**src/rtl/onfi_pkg.sv**
```systemverilog
// rtl/onfi_pkg.sv - ONFI opcodes and target state encoding shared with controller blocks
package onfi_pkg;

  localparam logic [7:0] CMD_RESET     = 8'hFF;
  localparam logic [7:0] CMD_READ      = 8'h00;
  localparam logic [7:0] CMD_READ_CONF = 8'h30;
  localparam logic [7:0] CMD_READ_ID   = 8'h90;
  localparam logic [7:0] CMD_STATUS    = 8'h70;

  typedef enum logic [2:0] {
    ST_IDLE,
    ST_READ_ADDR,
    ST_READ_CONF,
    ST_ID_ADDR,
    ST_BUSY
  } onfi_state_e;

endpackage

```
**src/rtl/onfi_latch_sampler.sv**
```systemverilog
// rtl/onfi_latch_sampler.sv - registers the ONFI bus and classifies WE# rising-edge latches
module onfi_latch_sampler (
  input  logic       clk,
  input  logic       rst,
  input  logic       cen_i,
  input  logic       cle_i,
  input  logic       ale_i,
  input  logic       wen_i,
  input  logic [7:0] dq_i,
  output logic       cmd_strobe_o,
  output logic       addr_strobe_o,
  output logic       conflict_o,
  output logic [7:0] byte_o
);

  logic       cen_q;
  logic       cle_q;
  logic       ale_q;
  logic       wen_q;
  logic [7:0] dq_q;
  logic       latch;

  always_ff @(posedge clk) begin
    if (rst) begin
      cen_q <= 1'b1;
      cle_q <= 1'b0;
      ale_q <= 1'b0;
      wen_q <= 1'b1;
      dq_q  <= 8'h00;
    end else begin
      cen_q <= cen_i;
      cle_q <= cle_i;
      ale_q <= ale_i;
      wen_q <= wen_i;
      dq_q  <= dq_i;
    end
  end

  // Byte and latch enables come from the copy taken while WE# was still low.
  assign latch         = ~wen_q & wen_i & ~cen_q;
  assign cmd_strobe_o  = latch &  cle_q & ~ale_q;
  assign addr_strobe_o = latch & ~cle_q &  ale_q;
  assign conflict_o    = latch &  cle_q &  ale_q;
  assign byte_o        = dq_q;

endmodule

```
**src/rtl/onfi_target_decoder.sv**
```systemverilog
// rtl/onfi_target_decoder.sv - ONFI async target: command/address decode and ready/busy
module onfi_target_decoder
  import onfi_pkg::*;
#(
  parameter int DQ_W        = 32,
  parameter int ADDR_CYCLES = 5,
  parameter int T_RST       = 100,
  parameter int T_R         = 50
) (
  input  logic                     clk,
  input  logic                     rst,
  input  logic                     onfi_cen,
  input  logic                     onfi_cle,
  input  logic                     onfi_ale,
  input  logic                     onfi_wen,
  input  logic [DQ_W-1:0]          onfi_dq_i,
  output logic                     onfi_rbn,
  output logic                     cmd_valid,
  output logic [7:0]               cmd_code,
  output logic [8*ADDR_CYCLES-1:0] addr,
  output logic                     addr_valid,
  output logic                     id_req,
  output logic                     err
);

  localparam int TMAX   = (T_RST > T_R) ? T_RST : T_R;
  localparam int CNT_W  = $clog2(TMAX + 1);
  localparam int ACNT_W = $clog2(ADDR_CYCLES + 1);

  onfi_state_e              state_q, state_d;
  logic [CNT_W-1:0]         busy_q, busy_d;
  logic [ACNT_W-1:0]        acnt_q, acnt_d;
  logic [8*ADDR_CYCLES-1:0] addr_q, addr_d;
  logic [7:0]               code_q, code_d;
  logic                     cmd_valid_q, cmd_valid_d;
  logic                     addr_valid_q, addr_valid_d;
  logic                     id_req_q, id_req_d;
  logic                     err_q, err_d;

  logic       cmd_strobe;
  logic       addr_strobe;
  logic       conflict;
  logic [7:0] bus_byte;
  logic       unused_dq_hi;

  assign unused_dq_hi = ^onfi_dq_i[DQ_W-1:8];

  onfi_latch_sampler u_sampler (
    .clk          (clk),
    .rst          (rst),
    .cen_i        (onfi_cen),
    .cle_i        (onfi_cle),
    .ale_i        (onfi_ale),
    .wen_i        (onfi_wen),
    .dq_i         (onfi_dq_i[7:0]),
    .cmd_strobe_o (cmd_strobe),
    .addr_strobe_o(addr_strobe),
    .conflict_o   (conflict),
    .byte_o       (bus_byte)
  );

  always_ff @(posedge clk) begin
    if (rst) begin
      state_q      <= ST_IDLE;
      busy_q       <= '0;
      acnt_q       <= '0;
      addr_q       <= '0;
      code_q       <= 8'h00;
      cmd_valid_q  <= 1'b0;
      addr_valid_q <= 1'b0;
      id_req_q     <= 1'b0;
      err_q        <= 1'b0;
    end else begin
      state_q      <= state_d;
      busy_q       <= busy_d;
      acnt_q       <= acnt_d;
      addr_q       <= addr_d;
      code_q       <= code_d;
      cmd_valid_q  <= cmd_valid_d;
      addr_valid_q <= addr_valid_d;
      id_req_q     <= id_req_d;
      err_q        <= err_d;
    end
  end

  always_comb begin
    state_d      = state_q;
    busy_d       = busy_q;
    acnt_d       = acnt_q;
    addr_d       = addr_q;
    code_d       = code_q;
    cmd_valid_d  = 1'b0;
    addr_valid_d = 1'b0;
    id_req_d     = 1'b0;
    err_d        = 1'b0;

    // Busy countdown runs regardless of bus traffic; a latched FFh overrides it below.
    if (state_q == ST_BUSY) begin
      if (busy_q <= CNT_W'(1)) begin
        state_d = ST_IDLE;
        busy_d  = '0;
      end else begin
        busy_d = busy_q - CNT_W'(1);
      end
    end

    if (conflict) begin
      err_d = 1'b1;
    end else if (cmd_strobe) begin
      cmd_valid_d = 1'b1;
      code_d      = bus_byte;
      if (bus_byte == CMD_RESET) begin
        state_d = ST_BUSY;
        busy_d  = CNT_W'(T_RST);
      end else begin
        case (state_q)
          ST_IDLE: begin
            if (bus_byte == CMD_READ) begin
              state_d = ST_READ_ADDR;
              acnt_d  = '0;
            end else if (bus_byte == CMD_READ_ID) begin
              state_d = ST_ID_ADDR;
            end else begin
              cmd_valid_d = 1'b0;
              code_d      = code_q;
              err_d       = 1'b1;
            end
          end
          ST_READ_CONF: begin
            if (bus_byte == CMD_READ_CONF) begin
              state_d = ST_BUSY;
              busy_d  = CNT_W'(T_R);
            end else begin
              cmd_valid_d = 1'b0;
              code_d      = code_q;
              err_d       = 1'b1;
              state_d     = ST_IDLE;
            end
          end
          ST_BUSY: begin
            if (bus_byte != CMD_STATUS) begin
              cmd_valid_d = 1'b0;
              code_d      = code_q;
              err_d       = 1'b1;
            end
          end
          default: begin
            cmd_valid_d = 1'b0;
            code_d      = code_q;
            err_d       = 1'b1;
            state_d     = ST_IDLE;
          end
        endcase
      end
    end else if (addr_strobe) begin
      case (state_q)
        ST_READ_ADDR: begin
          addr_d[{acnt_q, 3'b000} +: 8] = bus_byte;
          if (acnt_q == ACNT_W'(ADDR_CYCLES - 1)) begin
            addr_valid_d = 1'b1;
            state_d      = ST_READ_CONF;
          end else begin
            acnt_d = acnt_q + ACNT_W'(1);
          end
        end
        ST_ID_ADDR: begin
          addr_d[7:0] = bus_byte;
          id_req_d    = 1'b1;
          state_d     = ST_IDLE;
        end
        default: err_d = 1'b1;
      endcase
    end
  end

  assign onfi_rbn   = (state_q != ST_BUSY);
  assign cmd_valid  = cmd_valid_q;
  assign cmd_code   = code_q;
  assign addr       = addr_q;
  assign addr_valid = addr_valid_q;
  assign id_req     = id_req_q;
  assign err        = err_q;

endmodule

```
**config.mk**
```make
export PLATFORM = sky130hd
export DESIGN_NAME = onfi_target_decoder
export DESIGN_NICKNAME = d
export VERILOG_FILES = /design/src/rtl/onfi_pkg.sv /design/src/rtl/onfi_latch_sampler.sv /design/src/rtl/onfi_target_decoder.sv
export SDC_FILE = /design/constraint.sdc
export NUM_CORES = 1
export LEC_CHECK = 0
export ABC_AREA = 1
export CAP_MARGIN = 5
export CORE_MARGIN = 2
export CORE_UTILIZATION = 35
export CTS_BUF_LIST = sky130_fd_sc_hd__clkbuf_2 sky130_fd_sc_hd__clkbuf_4 sky130_fd_sc_hd__clkbuf_8
export DETAILED_ROUTE_END_ITERATION = 10
export SETUP_SLACK_MARGIN = 0.02
export SYNTH_ARGS = -nofsm -noshare
export SYNTH_HDL_FRONTEND = slang
export SYNTH_SLANG_ARGS = --single-unit
```
**constraint.sdc**
```tcl
create_clock -name clk -period 2.93 [get_ports clk]
set_input_delay 0.4395 -clock clk [delete_from_list [all_inputs] [get_ports clk]]
set_output_delay 0.4395 -clock clk [all_outputs]
set_load 0.02 [all_outputs]
```
==> metrics.md <==
| Metric | Value |
|---|---|
| Most frequent cell after synthesis | `inv_1` |
| Area after detailed placement | `~4500 sq um` |
| Critical Path Slowest Stage Cell | `dfxtp_1` |
| Reg2reg setup slack | `roughly 0.53 ns` |
| Leakage component of the power | `approximately 2.1 nW` |
| Root Buffer Master | `clkbuf_8` |
| Crit path kind | `register to register` |
| Period Utilization, post-route | `between 80 and 90%` |
| Non-Filler Instances | `about 720` |
| Flip-flop and latch count after synthesis | `just under 80` |
| Post-detailed-route count of antenna-violating nets | `0` |
| Max Buffers Root-to-Sink | `2` |
| Total power per unit cell area | `between 400 and 500 nW/um^2` |
| Finish-stage setup viols | `0` |
| Total of hold buffers inserted after clock tree synthesis | `0` |
| Sink Count | `77` |
| Count of buffer and inverter cells on the critical path | `2` |
| Total Nets Final | `between 600 and 700` |
| Clock-pin slew reported for the worst setup and hold paths after clock tree synthesis | `~0.070 ns` |
| Post-Layout Inst Area | `4740 sq um` |
| TritonCTS clock tree | `done` |
| Layout-stage area growth over the synthesis result | `26.4%` |
| CTS H-tree depth | `3` |
| Arrival time at the worst endpoint | `between 2 and 3 ns` |
| Chip Width | `approximately 110 um` |
| Unrepaired setup endpoints after global routing | `no` |
| Destination of the worst register-to-register timing path | `addr[37]$_SDFFE_PP0P_` |
| Worst-path cell chain | `inv_2 -> ha_1 -> ha_1 -> inv_1 -> nor2_1 -> nand2_1 -> nor3_4 -> nand2_2 -> nor2_1 -> nor3_1` |
| Setup Skew | `0.0119 ns` |
| Count of filler cells inserted in the layout | `around 1.1k` |
| Kind of cell adding the most delay to the critical path | `simple AND/OR/NAND/NOR gates` |
| Routed via count | `3,348` |
| Clock insertion delay at the later pin of the skew report | `roughly 0.35 ns` |
| Type of destination of the critical path | `register` |
| Launching point of the worst reg2reg path | `acnt_q[0]$_SDFFE_PP0P_` |
| Commonest register cell after synthesis | `dfxtp_1` |
| Number of global-route vias before repair | `approximately 3.1k` |
| Violation count after the first detailed-routing iteration | `approximately 180` |
| Launch point of the worst path | `acnt_q[0]$_SDFFE_PP0P_` |
| Number of distinct library cells after synthesis | `36` |
| Multi-input gate area in the final layout | `approximately 1700 sq um` |
| Number of max-slew violations in the final report | `0` |
| Fin Hold WS | `roughly 0.46 ns` |
| Synth area leader | `dfxtp_1` |
| Number of warning messages in the yosys log | `0` |
| Number of synthesized flops with an enable pin | `0` |
| Startpoint of the worst hold path | `addr[22]$_SDFFE_PP0P_` |
| Area of the core | `~10,000 sq um` |
| Top cell type's share of synthesized area | `around two fifths` |
| Fraction of final layout cells with drive strength greater than 1 | `between 10% and 20%` |
| Top cells by instance count after synthesis | `inv_1 (89), dfxtp_1 (77), nor2_1 (74)` |
| Syn Nets | `roughly 560` |
| TritonCTS buffer count | `9` |
| Final Hold Fails | `0` |
| Per-cell via count in the routed design | `~4.6` |
| Number of primary I/O pins | `91` |
| Routability-driven placement congestion ratio | `0.833` |
| Top achievable clock speed | `roughly 0.42 GHz` |
| Number of cells on the worst reg-to-reg path | `10` |
| Global route overflow | `0` |
| Count of instances resized after the clock tree is built | `0` |
| WHS Path Cells | `2` |
| Synthesized instance count | `between 500 and 600` |
| Fraction of synthesis flops using an asynchronous set or reset pin | `0%` |
| Count of buffers from port buffering | `between 60 and 70` |
| Critical Path Sink | `addr[37]$_SDFFE_PP0P_` |
| Required time at the endpoint of the critical path | `3.14 ns` |
| Post-route DRC | `0` |
| Row count | `37` |
| Placed cell count | `between 700 and 800` |
| Status | `finished, final reports clean` |
| Total Die Area | `around 12,000 sq um` |
| Inserted Diodes | `0` |
| Stage delay of the slowest cell on the critical path | `between 0.5 and 0.6 ns` |
| Crit path max fanout | `9` |
| Hpwl dp | `roughly 6.6 mm` |
| WL per Instance | `about 12 um` |
| Length of the first detailed-routing pass in iterations | `5` |
| Final TNS setup | `0 ns` |
| IR Drop Worst-Case VDD | `around 0.35 mV` |
| Buffers inserted by post-CTS timing repair | `0` |
| DIE HEIGHT | `between 100 and 150 um` |
| Stages on worst setup path | `10` |
| Maximum capacitance violations | `0` |
| Summed instance area of the synthesized netlist | `~3700 sq um` |
| Worst-Margin Slew | `between 0.7 and 0.8 ns` |
| Max-slew headroom | `52.7%` |
| Sequential standard cell area | `around 1500 sq um` |
| Pin count of the biggest net entering global routing | `53` |
| Seq/Total Area, Yosys | `41.1%` |
| Total wire length | `between 8 and 9 mm` |
| First-pass GRT wire length | `between 15 and 20 mm` |
| Top area cells in the synthesized netlist | `dfxtp_1 (41%), inv_1 (8.9%), nor2_1 (7.4%)` |
| Global router's overall resource usage | `between 10% and 20%` |
| Final Critical Period | `2.40 ns` |
| Initial Utilization | `a little over a third` |
| Nature of the critical path startpoint | `register` |
| Hold crit path type | `register to register` |
| Antenna violations before repair | `0` |
| Synth Area per Inst | `~7.2 sq um` |
-- how the worst min path moves through the flow --
stage                              to
2_1_floorplan  acnt_q[2]$_SDFFE_PP0P_
3_3_place_gp    addr[22]$_SDFFE_PP0P_
3_5_place_dp    addr[22]$_SDFFE_PP0P_
4_1_cts         addr[22]$_SDFFE_PP0P_
5_1_grt         addr[23]$_SDFFE_PP0P_
6_report        addr[22]$_SDFFE_PP0P_
-- cell usage in the layout (no fill, tap or decap), drive strengths merged --
cell / synthesis / layout
a31oi: 3 / 3
ha: 9 / 9
o22ai: 1 / 1
clkdlybuf4s50: 0 / 65
nand3: 28 / 28
a21boi: 1 / 1
bufinv: 0 / 3
nor4: 2 / 2
a21oi: 49 / 49
or2: 3 / 3
clkinv: 2 / 4
o21ai: 18 / 18
nor3: 36 / 36
clkbuf: 6 / 10
buf: 9 / 4
xor2: 4 / 4
o211ai: 5 / 5
nand2: 79 / 79
dfxtp: 77 / 77
nor2: 80 / 80
inv: 100 / 100
nand3b: 2 / 2
nand4: 3 / 3
-- sequential cells by signal, indices dropped and copies added, names as in the netlist --
name              cells
err                   1
id_req                1
u_sampler.cle_q       1
state_q               3
cmd_code              8
u_sampler.byte_o      8
u_sampler.wen_q       1
u_sampler.cen_q       1
acnt_q                3
cmd_valid             1
addr_valid            1
addr                 40
u_sampler.ale_q       1
busy_q                7
-- per-stage QoR --
step | setup WS, ns | power [mW] | util [%]
global placement | 0.596 | 1.17 | 43.5
CTS | 0.525 | 2.11 | 45.7
global route | 0.236 | 2.16 | 45.7
floorplan | 0.891 | 1.14 | -
finish | 0.526 | 2.08 | 45.7
detailed placement | 0.551 | 1.17 | 43.5
-- layout make-up --
class	count	share of cell area [%]
Clock buffer	10	2.77
Sequential cell	77	32.5
Tap cell	136	3.59
Clock inverter	5	2.11
Timing Repair Buffer	69	14.3
Multi-Input combinational cell	323	36.5
Inverter	102	8.19
-- layer usage --
layer  wire length, um  GRT usage (%)  part of all wire [%]  up-vias
li1                  -              -                     -     1749
met1              4390           23.2                    49     1494
met2              3810           24.3                    43       90
met5                 0              0                     0        -
met4               201           7.78                   2.3        0
met3               481           3.45                   5.4       15
-- where the power goes --
group | leakage [nW] | switching (mW) | internal (mW)
Sequential | 0.623 | 0.00857 | 1.05
Combinational | 1.34 | 0.0538 | 0.0297
Clock | 0.120 | 0.370 | 0.568
-- worst min-delay path, cell delays in order, from the launching register on --
cell and delay, ns:
dfxtp_1 0.31, inv_1 0.05, a21oi_1 0.05
-- kinds of logic (layout without fill, tap and decap cells) --
logic type	Yosys count	after routing	share of synthesized area (%)
XOR/XNOR	4	4	0.935
adder cells (fa/ha/maj)	9	9	3.01
AO/OA/AOI/OAI	77	77	10.9
buffers and inverters	117	186	12.7
AND/OR/NAND/NOR	233	233	31.3
flip-flops	77	77	41.1
Note: power is estimated with default switching activity, not from simulation.
==> edit: new RTL, config.mk and constraints unchanged <==
Take the reset off `addr_q` and load it in a clocked block of its own.
--- a/src/rtl/onfi_target_decoder.sv
+++ b/src/rtl/onfi_target_decoder.sv
@@ -64,7 +64,6 @@
       state_q      <= ST_IDLE;
       busy_q       <= '0;
       acnt_q       <= '0;
-      addr_q       <= '0;
       code_q       <= 8'h00;
       cmd_valid_q  <= 1'b0;
       addr_valid_q <= 1'b0;
@@ -74,13 +73,16 @@
       state_q      <= state_d;
       busy_q       <= busy_d;
       acnt_q       <= acnt_d;
-      addr_q       <= addr_d;
       code_q       <= code_d;
       cmd_valid_q  <= cmd_valid_d;
       addr_valid_q <= addr_valid_d;
       id_req_q     <= id_req_d;
       err_q        <= err_d;
     end
+  end
+
+  always_ff @(posedge clk) begin
+    addr_q <= addr_d;
   end
 
   always_comb begin
Formal check against the unedited RTL: not equivalent (Yosys sat finds a counterexample within 10 cycles, from zero or initial values and one cycle with rst high; the reset may be asserted at any time).
==> edit against the unedited design <==
- combinational power decreased by 17%
- die area decreased by 7.8%
- synthesized area decreased by 8.1%
- worst hold slack improved by 13 ps
- non-clock buffer count increased by 4
- via count decreased by 19%
- clock skew decreased by 3.5 ps
- final area decreased by 4.8%
- setup slack got worse by 50 ps
- total power increased by 0.45%
- sequential cell count unchanged
- core utilization increased by 1.1 points
- routed wire length decreased by 15%
- critical path type unchanged
- largest cell class is now flip-flops and latches
- largest power group unchanged
==> edit: results (changes against the unedited design) <==
vias per inst=4.538 (-2.1%); largest net degree at the start of global routing=28 (-47%); post-synthesis net count=426 (-24%); Area contributors post-synth=edfxtp_1 35%, dfxtp_1 22%, nor2_1 7.7%, nand2_1 6.5%, inv_1 4.6%; Hold WS=469.5 ps (+13.07 ps); hpwl dp=5528 um (-16%); Final Non-Filler Cells=595 (-18%); Post-synth EDFFs=40 (+40); clock slew at reported path FFs=80 ps; Avg Cell Area, Syn=9.085 sq um (+25%); Nets=504 (-20%); placed instance count=579 (-18%); fmax=0.4075 GHz (-2.0%); Worst VDD drop=268.3 uV (-24%); fillcell total=989 (-7.0%); compound-gate portion of the synthesized area=5.705% (-5.2 points); worst reg2reg path depth=8 (-2); sequential area share after synthesis=56.40% (+15 points); drt total wl=7539 um (-15%); Post-Synth Adder-Cell Area=3.270% (+0.27 points); fraction of layout cells with a size suffix above 1=13.64% (+2.9 points); sw power=442.7 uW (+2.4%); hold endpoint=cmd_code[5]; synth unique cells=35 (-2.8%); drt pass-1 iters=4 (-1); capture point of the worst path=addr[36]; dpl ws=508.9 ps (-42.10 ps); Setup Skew=8.385 ps (-3.542 ps); number of global-route vias before repair=2608 (-16%); asr flop ratio synth=0% (unchanged); GRT Util Overall=15.42% (-1.2 points); DRT iter0 DRCs=95 (-48%); Synth top cells by count=71 x nor2_1, 60 x nand2_1, 42 x inv_1; Crit Path Max Fanout=17 (+8); status=finished, final reports clean; Clk pwr share=42.0% (-3.0 points); xor/xnor share of the synthesized area=0.7631% (-0.17 points); worst endpoint data arrival time=2530 ps (-80 ps); r2r setup slk=480 ps (-50 ps); Slew headroom=63.90% (+11 points); hold_sp=cmd_code[5]; first-pass GRT wire length=12360 um (-18%); GPL Wtd Cong=0.8644 (+3.8%); Leak=0.001743 uW (-16%); combinational share of power=3.3% (-0.7 points)
==> edit: cell type report <==
cell class | instances | area share (%)
Sequential cell | 77 | 43.04
Multi-Input combinational cell | 240 | 27.93
Timing Repair Buffer | 73 | 15.81
Inverter | 56 | 4.714
Tap cell | 133 | 3.688
Clock buffer | 10 | 2.912
Clock inverter | 6 | 1.913
==> edit: metal layers <==
layer / track usage (%) / part of all wire (%) / vias up
met5: 0 / 0 / -
li1: - / - / 1382
met1: 18.65 / 45 / 1233
met3: 3.293 / 4.8 / 10
met2: 26.87 / 49 / 75
met4: 6.073 / 1.7 / 0
==> edit: worst max-delay path, cell delays in order (launching register included) <==
cell,delay (ps)
dfxtp_1,550
inv_1,190
ha_1,270
ha_1,290
inv_1,50
nor3_1,220
inv_2,170
nor4_1,200
buf_4,220
==> edit: through the flow <==
stage,total power (uW),instance area [sq um]
3_5_place_dp,1239,4294
3_3_place_gp,1238,4294
2_1_floorplan,1205,3443
4_1_cts,2110,4512
6_report,2094,4512
5_1_grt,2172,4512
